## src/rtl/id_ex_pipe_reg_pkg.sv

```systemverilog
// id_ex_pipe_reg_pkg: shared widths, ALU op encodings and control-bundle type for the ID/EX stage
package id_ex_pipe_reg_pkg;

  localparam int DEF_DATA_W  = 16;
  localparam int DEF_REG_AW  = 4;
  localparam int DEF_ALUOP_W = 3;
  localparam int CTRL_W      = 6;

  // R0 is hardwired to zero, so it never carries a real load result
  localparam logic [DEF_REG_AW-1:0] ZERO_REG = 4'd0;

  typedef enum logic [DEF_ALUOP_W-1:0] {
    ALU_ADD  = 3'd0,
    ALU_SUB  = 3'd1,
    ALU_AND  = 3'd2,
    ALU_OR   = 3'd3,
    ALU_SLT  = 3'd4,
    ALU_SLL  = 3'd5,
    ALU_SRL  = 3'd6,
    ALU_PASS = 3'd7
  } alu_op_e;

  typedef struct packed {
    logic reg_write;
    logic mem_read;
    logic mem_write;
    logic mem_to_reg;
    logic alu_src;
    logic reg_dst;
  } ctrl_t;

  // Bubbles and invalid slots must carry all-zero control, not just valid=0
  function automatic ctrl_t ctrl_gate(input ctrl_t c, input logic en);
    return en ? c : '0;
  endfunction

endpackage

```

## src/rtl/id_ex_pipe_reg_load_use_hazard_unit.sv

```systemverilog
// load_use_hazard_unit: detects a load in EX whose destination is read by the instruction in ID
module load_use_hazard_unit
  import id_ex_pipe_reg_pkg::*;
#(
  parameter int REG_AW = DEF_REG_AW
) (
  input  logic              ex_valid_i,
  input  logic              ex_mem_read_i,
  input  logic [REG_AW-1:0] ex_rt_addr_i,
  input  logic              id_valid_i,
  input  logic [REG_AW-1:0] id_rs_addr_i,
  input  logic [REG_AW-1:0] id_rt_addr_i,
  input  logic              id_uses_rt_i,
  input  logic              flush_i,
  input  logic              hold_i,
  output logic              hz_o,
  output logic              stall_o
);

  logic rs_match;
  logic rt_match;

  // rt only counts as a dependency when the ID instruction actually reads it
  always_comb begin
    rs_match = ex_rt_addr_i == id_rs_addr_i;
    rt_match = id_uses_rt_i & (ex_rt_addr_i == id_rt_addr_i);
    hz_o     = ex_valid_i & ex_mem_read_i & (ex_rt_addr_i != '0) & (rs_match | rt_match) & id_valid_i;
    stall_o  = hz_o & ~flush_i & ~hold_i;
  end

endmodule

```

## src/rtl/id_ex_pipe_reg.sv

```systemverilog
// id_ex_pipe_reg: ID/EX pipeline register with load-use bubble insertion, hold and branch flush
module id_ex_pipe_reg
  import id_ex_pipe_reg_pkg::*;
#(
  parameter int DATA_W  = DEF_DATA_W,
  parameter int REG_AW  = DEF_REG_AW,
  parameter int ALUOP_W = DEF_ALUOP_W
) (
  input  logic               clk,
  input  logic               rst_n,
  input  logic               hold_i,
  input  logic               flush_i,
  input  logic               id_valid_i,
  input  logic [DATA_W-1:0]  id_rs_data_i,
  input  logic [DATA_W-1:0]  id_rt_data_i,
  input  logic [DATA_W-1:0]  id_imm16_i,
  input  logic [REG_AW-1:0]  id_rs_addr_i,
  input  logic [REG_AW-1:0]  id_rt_addr_i,
  input  logic [REG_AW-1:0]  id_rd_addr_i,
  input  logic               id_uses_rt_i,
  input  logic               id_reg_write_i,
  input  logic               id_mem_read_i,
  input  logic               id_mem_write_i,
  input  logic               id_mem_to_reg_i,
  input  logic               id_alu_src_i,
  input  logic               id_reg_dst_i,
  input  logic [ALUOP_W-1:0] id_alu_op_i,
  output logic               stall_o,
  output logic               ex_valid_o,
  output logic [DATA_W-1:0]  ex_rs_data_o,
  output logic [DATA_W-1:0]  ex_rt_data_o,
  output logic [DATA_W-1:0]  ex_imm16_o,
  output logic [REG_AW-1:0]  ex_rs_addr_o,
  output logic [REG_AW-1:0]  ex_rt_addr_o,
  output logic [REG_AW-1:0]  ex_rd_addr_o,
  output logic               ex_reg_write_o,
  output logic               ex_mem_read_o,
  output logic               ex_mem_write_o,
  output logic               ex_mem_to_reg_o,
  output logic               ex_alu_src_o,
  output logic               ex_reg_dst_o,
  output logic [ALUOP_W-1:0] ex_alu_op_o
);

  logic               valid_q, valid_d;
  logic [DATA_W-1:0]  rs_data_q, rs_data_d;
  logic [DATA_W-1:0]  rt_data_q, rt_data_d;
  logic [DATA_W-1:0]  imm16_q, imm16_d;
  logic [REG_AW-1:0]  rs_addr_q, rs_addr_d;
  logic [REG_AW-1:0]  rt_addr_q, rt_addr_d;
  logic [REG_AW-1:0]  rd_addr_q, rd_addr_d;
  logic [ALUOP_W-1:0] alu_op_q, alu_op_d;
  ctrl_t              ctrl_q, ctrl_d, id_ctrl;
  logic               hz;
  logic               bubble;
  logic               ctl_en;

  load_use_hazard_unit #(.REG_AW(REG_AW)) u_hazard (
    .ex_valid_i    (valid_q),
    .ex_mem_read_i (ctrl_q.mem_read),
    .ex_rt_addr_i  (rt_addr_q),
    .id_valid_i    (id_valid_i),
    .id_rs_addr_i  (id_rs_addr_i),
    .id_rt_addr_i  (id_rt_addr_i),
    .id_uses_rt_i  (id_uses_rt_i),
    .flush_i       (flush_i),
    .hold_i        (hold_i),
    .hz_o          (hz),
    .stall_o       (stall_o)
  );

  assign id_ctrl = {id_reg_write_i, id_mem_read_i, id_mem_write_i, id_mem_to_reg_i, id_alu_src_i, id_reg_dst_i};
  // Flush and hazard both load an all-zero bubble; hold outranks both at the register
  assign bubble  = flush_i | hz;
  assign ctl_en  = ~bubble & id_valid_i;

  // Next state: hold keeps everything, a bubble zeroes everything, otherwise capture ID
  always_comb begin
    valid_d   = hold_i ? valid_q   : ctl_en;
    rs_data_d = hold_i ? rs_data_q : bubble ? '0 : id_rs_data_i;
    rt_data_d = hold_i ? rt_data_q : bubble ? '0 : id_rt_data_i;
    imm16_d   = hold_i ? imm16_q   : bubble ? '0 : id_imm16_i;
    rs_addr_d = hold_i ? rs_addr_q : bubble ? '0 : id_rs_addr_i;
    rt_addr_d = hold_i ? rt_addr_q : bubble ? '0 : id_rt_addr_i;
    rd_addr_d = hold_i ? rd_addr_q : bubble ? '0 : id_rd_addr_i;
    ctrl_d    = hold_i ? ctrl_q    : ctrl_gate(id_ctrl, ctl_en);
    alu_op_d  = hold_i ? alu_op_q  : ctl_en ? id_alu_op_i : '0;
  end

  // Pipeline register; async reset leaves a bubble in EX
  always_ff @(posedge clk or negedge rst_n) begin
    if (!rst_n) begin
      valid_q   <= 1'b0;
      rs_data_q <= '0;
      rt_data_q <= '0;
      imm16_q   <= '0;
      rs_addr_q <= '0;
      rt_addr_q <= '0;
      rd_addr_q <= '0;
      ctrl_q    <= '0;
      alu_op_q  <= '0;
    end else begin
      valid_q   <= valid_d;
      rs_data_q <= rs_data_d;
      rt_data_q <= rt_data_d;
      imm16_q   <= imm16_d;
      rs_addr_q <= rs_addr_d;
      rt_addr_q <= rt_addr_d;
      rd_addr_q <= rd_addr_d;
      ctrl_q    <= ctrl_d;
      alu_op_q  <= alu_op_d;
    end
  end

  assign ex_valid_o      = valid_q;
  assign ex_rs_data_o    = rs_data_q;
  assign ex_rt_data_o    = rt_data_q;
  assign ex_imm16_o      = imm16_q;
  assign ex_rs_addr_o    = rs_addr_q;
  assign ex_rt_addr_o    = rt_addr_q;
  assign ex_rd_addr_o    = rd_addr_q;
  assign ex_reg_write_o  = ctrl_q.reg_write;
  assign ex_mem_read_o   = ctrl_q.mem_read;
  assign ex_mem_write_o  = ctrl_q.mem_write;
  assign ex_mem_to_reg_o = ctrl_q.mem_to_reg;
  assign ex_alu_src_o    = ctrl_q.alu_src;
  assign ex_reg_dst_o    = ctrl_q.reg_dst;
  assign ex_alu_op_o     = alu_op_q;

endmodule

```

## config.mk

```make
export PLATFORM = sky130hd
export DESIGN_NAME = id_ex_pipe_reg
export DESIGN_NICKNAME = d
export VERILOG_FILES = /design/src/rtl/id_ex_pipe_reg_pkg.sv /design/src/rtl/id_ex_pipe_reg_load_use_hazard_unit.sv /design/src/rtl/id_ex_pipe_reg.sv
export SDC_FILE = /design/constraint.sdc
export NUM_CORES = 1
export LEC_CHECK = 0
export CAP_MARGIN = 20
export CELL_PAD_IN_SITES_DETAIL_PLACEMENT = 1
export CELL_PAD_IN_SITES_GLOBAL_PLACEMENT = 1
export CORE_MARGIN = 5
export CORE_UTILIZATION = 34
export CTS_CLUSTER_DIAMETER = 80
export DETAILED_ROUTE_END_ITERATION = 12
export PLACE_DENSITY_LB_ADDON = 0.08
export SYNTH_ARGS = -nofsm -noshare
export SYNTH_HDL_FRONTEND = slang
export SYNTH_SLANG_ARGS = --single-unit
```

## constraint.sdc

```tcl
create_clock -name clk -period 3.61 [get_ports clk]
set_input_delay 0.5415 -clock clk [delete_from_list [all_inputs] [get_ports clk]]
set_output_delay 0.5415 -clock clk [all_outputs]
set_load 0.01 [all_outputs]
```

After elaboration in Yosys (flattened, before gate mapping). Index checks and enable logic that the tools add are counted.

Flip-flop bits (word level): 70. Input bits: 75. Logic and storage cells: 38. Output and inout port bits: 71.

Reductions and logical operators: 1. Eq/ne operators: 2. Multiplexer cells: 8. Bitwise gates (word level): 13.

Operator list (number): two-way mux 16 bit (3); two-way mux 4 bit (3); bitwise AND 1 bit (8); == test 4 bit (2); two-way mux 6 bit (1); nonzero test 4 bit (1); two-way mux 3 bit (1); NOT 1 bit (3); OR 1 bit (2).

Depth between registers and ports, before layout.
Depth in word-level cells: 9. Depth in mapped cells: 5. Gate-level depth less buffers: 4.

Hierarchy. A second synthesis with hierarchy kept.

Cell total of the unflattened synthesis: 252. Area total of the unflattened synthesis: 3145.5 µm².

By module, submodules not included: id_ex_pipe_reg (area each 3004.1 µm², sequential area each 1751.7 µm², instances 1, cells an instance 232); load_use_hazard_unit (area each 141.4 µm², sequential area each 0.0 µm², instances 1, cells an instance 20).

Worst setup path after synthesis. OpenSTA, ideal clock, no wires.

Path kind: input port to output port. Start point: in id_rs_addr_i[3]. End point: out stall_o. Arrival: 1.516 ns. Slack: 1.553 ns. Stages on the path: 5. Cells stage by stage: xnor2_1 > nand4_1 > o22a_2 > buf_2 > nor3_1.

Word-level cells in the longest chain between the ends: 6.

RTL lines: from (decl) (line id_ex_pipe_reg.sv:17) `input logic [REG_AW-1:0] id_rs_addr_i,`; == test 4 bit (line id_ex_pipe_reg_load_use_hazard_unit.sv:25) `rs_match = ex_rt_addr_i == id_rs_addr_i;`; OR 1 bit (line id_ex_pipe_reg_load_use_hazard_unit.sv:27) `hz_o = ex_valid_i & ex_mem_read_i & (ex_rt_addr_i != '0) & (rs_match | rt_match) & id_valid_i;`; bitwise AND 1 bit (2 in a row) (line id_ex_pipe_reg_load_use_hazard_unit.sv:27); bitwise AND 1 bit (2 in a row) (line id_ex_pipe_reg_load_use_hazard_unit.sv:28) `stall_o = hz_o & ~flush_i & ~hold_i;`; to (decl) (line id_ex_pipe_reg.sv:28) `output logic stall_o,`.

Every way passes these cells.

Worst setup path in the final report.
Start point: in id_rs_addr_i[1]. End point: out stall_o.

Same word-level chain as after synthesis.

==> impl_metrics.tcl <==
set metrics [dict create \
    clock.fmax_ghz 0.330 \
    initial_core_util_pct 34.8 \
    regArea_um2 1750 \
    tightestPinTransition_ps 914 \
    path_max_fanout 9 \
    fin_nets 519 \
    place_hpwl_um 6800 \
    numCtsBuffers 9 \
    period_needed_ps 3030 \
    hold_slack_ps 323 \
    areaGrowthSynthToFinish_pct 49.8 \
    leakage_nw 2.22 \
    fillCellCount 1098 \
    drc 0 \
    routedWlPerCell_um 16.4 \
    placed_area_um2 4930 \
    synthCells 307 \
    core_area_um2 9770 \
    setup_tns_ps 0 \
    skew_ps 8.20 \
    reg2reg_depth 5 \
    r2r_setup_slack_ps 1640 \
    outcome "complete, no violations" \
    avgSynthCellArea_um2 11.1 \
    cts_max_path_buffers 2 \
    cts_setup_buffers 0 \
    required_ps 3070 \
    drive_gt1_share_pct 16.3 \
    setup_viol 0 \
    cap_viol_max_count 0 \
    htreeDepth 3 \
    port_buffers 145 \
    vias 2730 \
    synth.distinct_cells 27 \
    die-area_um2 12100 \
    hold_viol 0 \
    vdd_drop_max_mv 0.209 \
    cts_tree "built" \
    cts.repair.resized 0 \
    clock_sinks 70 \
    viasPerCell 4.70 \
    top_layer "met4" \
    dp.cells 566 \
    critPathKind "in -> out" \
    crit_path_end_kind "output port" \
    dr_wl_met2_um 4680 \
    arrival_ps 2490 \
    grt_max_degree 134 \
    path_clk_slew_ps 70 \
    fin_area_um2 5100 \
    synth.cell_area_um2 3400 \
    drt_pre_antenna_iters 6 \
    ant_nets 0 \
    drtIter0Drc 115 \
    powerDensity_nw_per_um2 367 \
    dieWidth_um 110 \
    cp-start-kind "primary input" \
    crit_start "id_rs_addr_i[1]" \
    total_power_mw 1.87 \
    wl_met1_um 3860 \
    multi_input_area_um2 1330 \
    hp-class "in -> async" \
    slew_viol_final 0 \
    ys_seq_elements 70 \
    stdcell_count 581 \
    antenna_found_initial 0 \
    rows 36 \
    endpoint "stall_o" \
    insertion_delay_ps 340 \
    grt_pass1_wl_um 15100 \
    grt_util_all_layers_pct 16.4 \
    rsz0062_at_grt "no" \
    timing.final.crit_share_pct 83.9 \
    wl_met3_um 757 \
    r2r_end "ex_imm16_o[12]" \
    grt_pass1_vias 2916 \
    slew_headroom_pct 39.1 \
    syn-num-nets 382 \
    place.gp.congestion 0.715 \
    antenna_cells 0 \
    r2r_start "ex_rt_addr_o[0]" \
    ys_seq_area_share_pct 51.5 \
    ctsHoldBuffers 0 \
    io_pins 146 \
    cts-root-buf "clkbuf_8" \
    routed_wl_um 9540 \
    overflow 0 \
    ys.warnings.count 0 \
    die-height_um 110 \
]
-- cell usage in the layout, fill, tap and decap left out, drive strengths merged, types with 2 or more instances in the layout --
cell type and count:
a32o 8, buf 5, clkbuf 14, clkdlybuf4s50 143
dfrtp 70, inv 53, nand2 63, nand3b 9
nand4 2, o21ai 10, o31ai 52, xnor2 8
-- synthesized netlist by cell type (all sizes together) --
cell type   n  area share, %
a32o        8            2.4
and3        1           0.22
buf         8            2.0
clkbuf     14            1.5
dfrtp      70             51
inv        53            5.8
nand2      63            7.0
nand2b      1           0.18
nand3       1           0.15
nand3b      9            2.0
nand4       2           0.55
nor2        1           0.11
nor2b       1           0.18
nor3        1           0.15
o21ai      10            1.5
o221ai      1           0.77
o22a        1           0.29
o22ai       1           0.18
o31ai      52             21
or4         1           0.33
xnor2       8            2.1
-- layout make-up --
| cell class | count | area share, % |
|---|---|---|
| repair buffers | 148 | 29.1 |
| flip-flops and latches | 70 | 34.4 |
| clock inverters | 1 | 0.0982 |
| multi-input cells | 162 | 26.1 |
| clock buffers | 14 | 3.19 |
| well taps | 133 | 3.26 |
| inverters | 53 | 3.90 |
-- worst min path at each step --
stage                     depth (start not counted)            from         endpoint  slack [ps]
after floorplan                                   0           rst_n   ex_alu_op_o[0]         250
final                                             1           rst_n   ex_alu_op_o[0]         320
after CTS                                         1           rst_n  ex_rs_data_o[2]         360
after global routing                              1           rst_n  ex_rs_data_o[2]         410
after global placement                            2  ex_alu_op_o[2]   ex_alu_op_o[2]         470
after detailed placement                          2  ex_alu_op_o[2]   ex_alu_op_o[2]         480
-- state kept, by name, indices dropped and copies added, names as in the netlist --
register and flops:
ex_rt_addr_o 4, ex_rt_data_o 16, ex_mem_write_o 1, ex_alu_src_o 1, ex_reg_dst_o 1, ex_rd_addr_o 4, ex_mem_to_reg_o 1, ex_reg_write_o 1
ex_valid_o 1, ex_rs_addr_o 4, ex_mem_read_o 1, ex_imm16_o 16, ex_alu_op_o 3, ex_rs_data_o 16
-- power by group --
part	total, mW	internal, mW	switching [mW]	leakage, nW
Combinational	0.423	0.236	0.188	1.22
Clock	0.568	0.284	0.285	0.0865
Sequential	0.878	0.842	0.0361	0.916
-- metal layers --
layer | vias up | global-route usage, %
li1 | 1293 | -
met1 | 1328 | 19.6
met2 | 92 | 26.4
met3 | 17 | 5.65
met4 | 0 | 7.84
met5 | - | 0
-- critical path, cell delays in order --
cell             delay [ps]
clkdlybuf4s50_1         510
xnor2_1                 140
nand4_1                 220
o22a_2                  360
nor3_1                  150
clkdlybuf4s50_1         560
-- kinds of logic (layout without fill, tap and decap cells) --
| family | Yosys count | after routing | synth area share [%] |
|---|---|---|---|
| XOR/XNOR | 8 | 8 | 2.06 |
| buffers and inverters | 75 | 216 | 9.41 |
| AND/OR/NAND/NOR | 81 | 81 | 10.9 |
| AO/OA/AOI/OAI | 73 | 73 | 26.2 |
| flip-flops | 70 | 70 | 51.5 |
-- stage by stage --
step                worst slack [ps]  utilization [%]
finish                           583             52.2
CTS                              586             52.2
detailed placement               596             50.4
floorplan                       1550                -
global placement                 631             50.4
global route                     460             52.2
No activity file was read; power rests on OpenSTA's default activity.
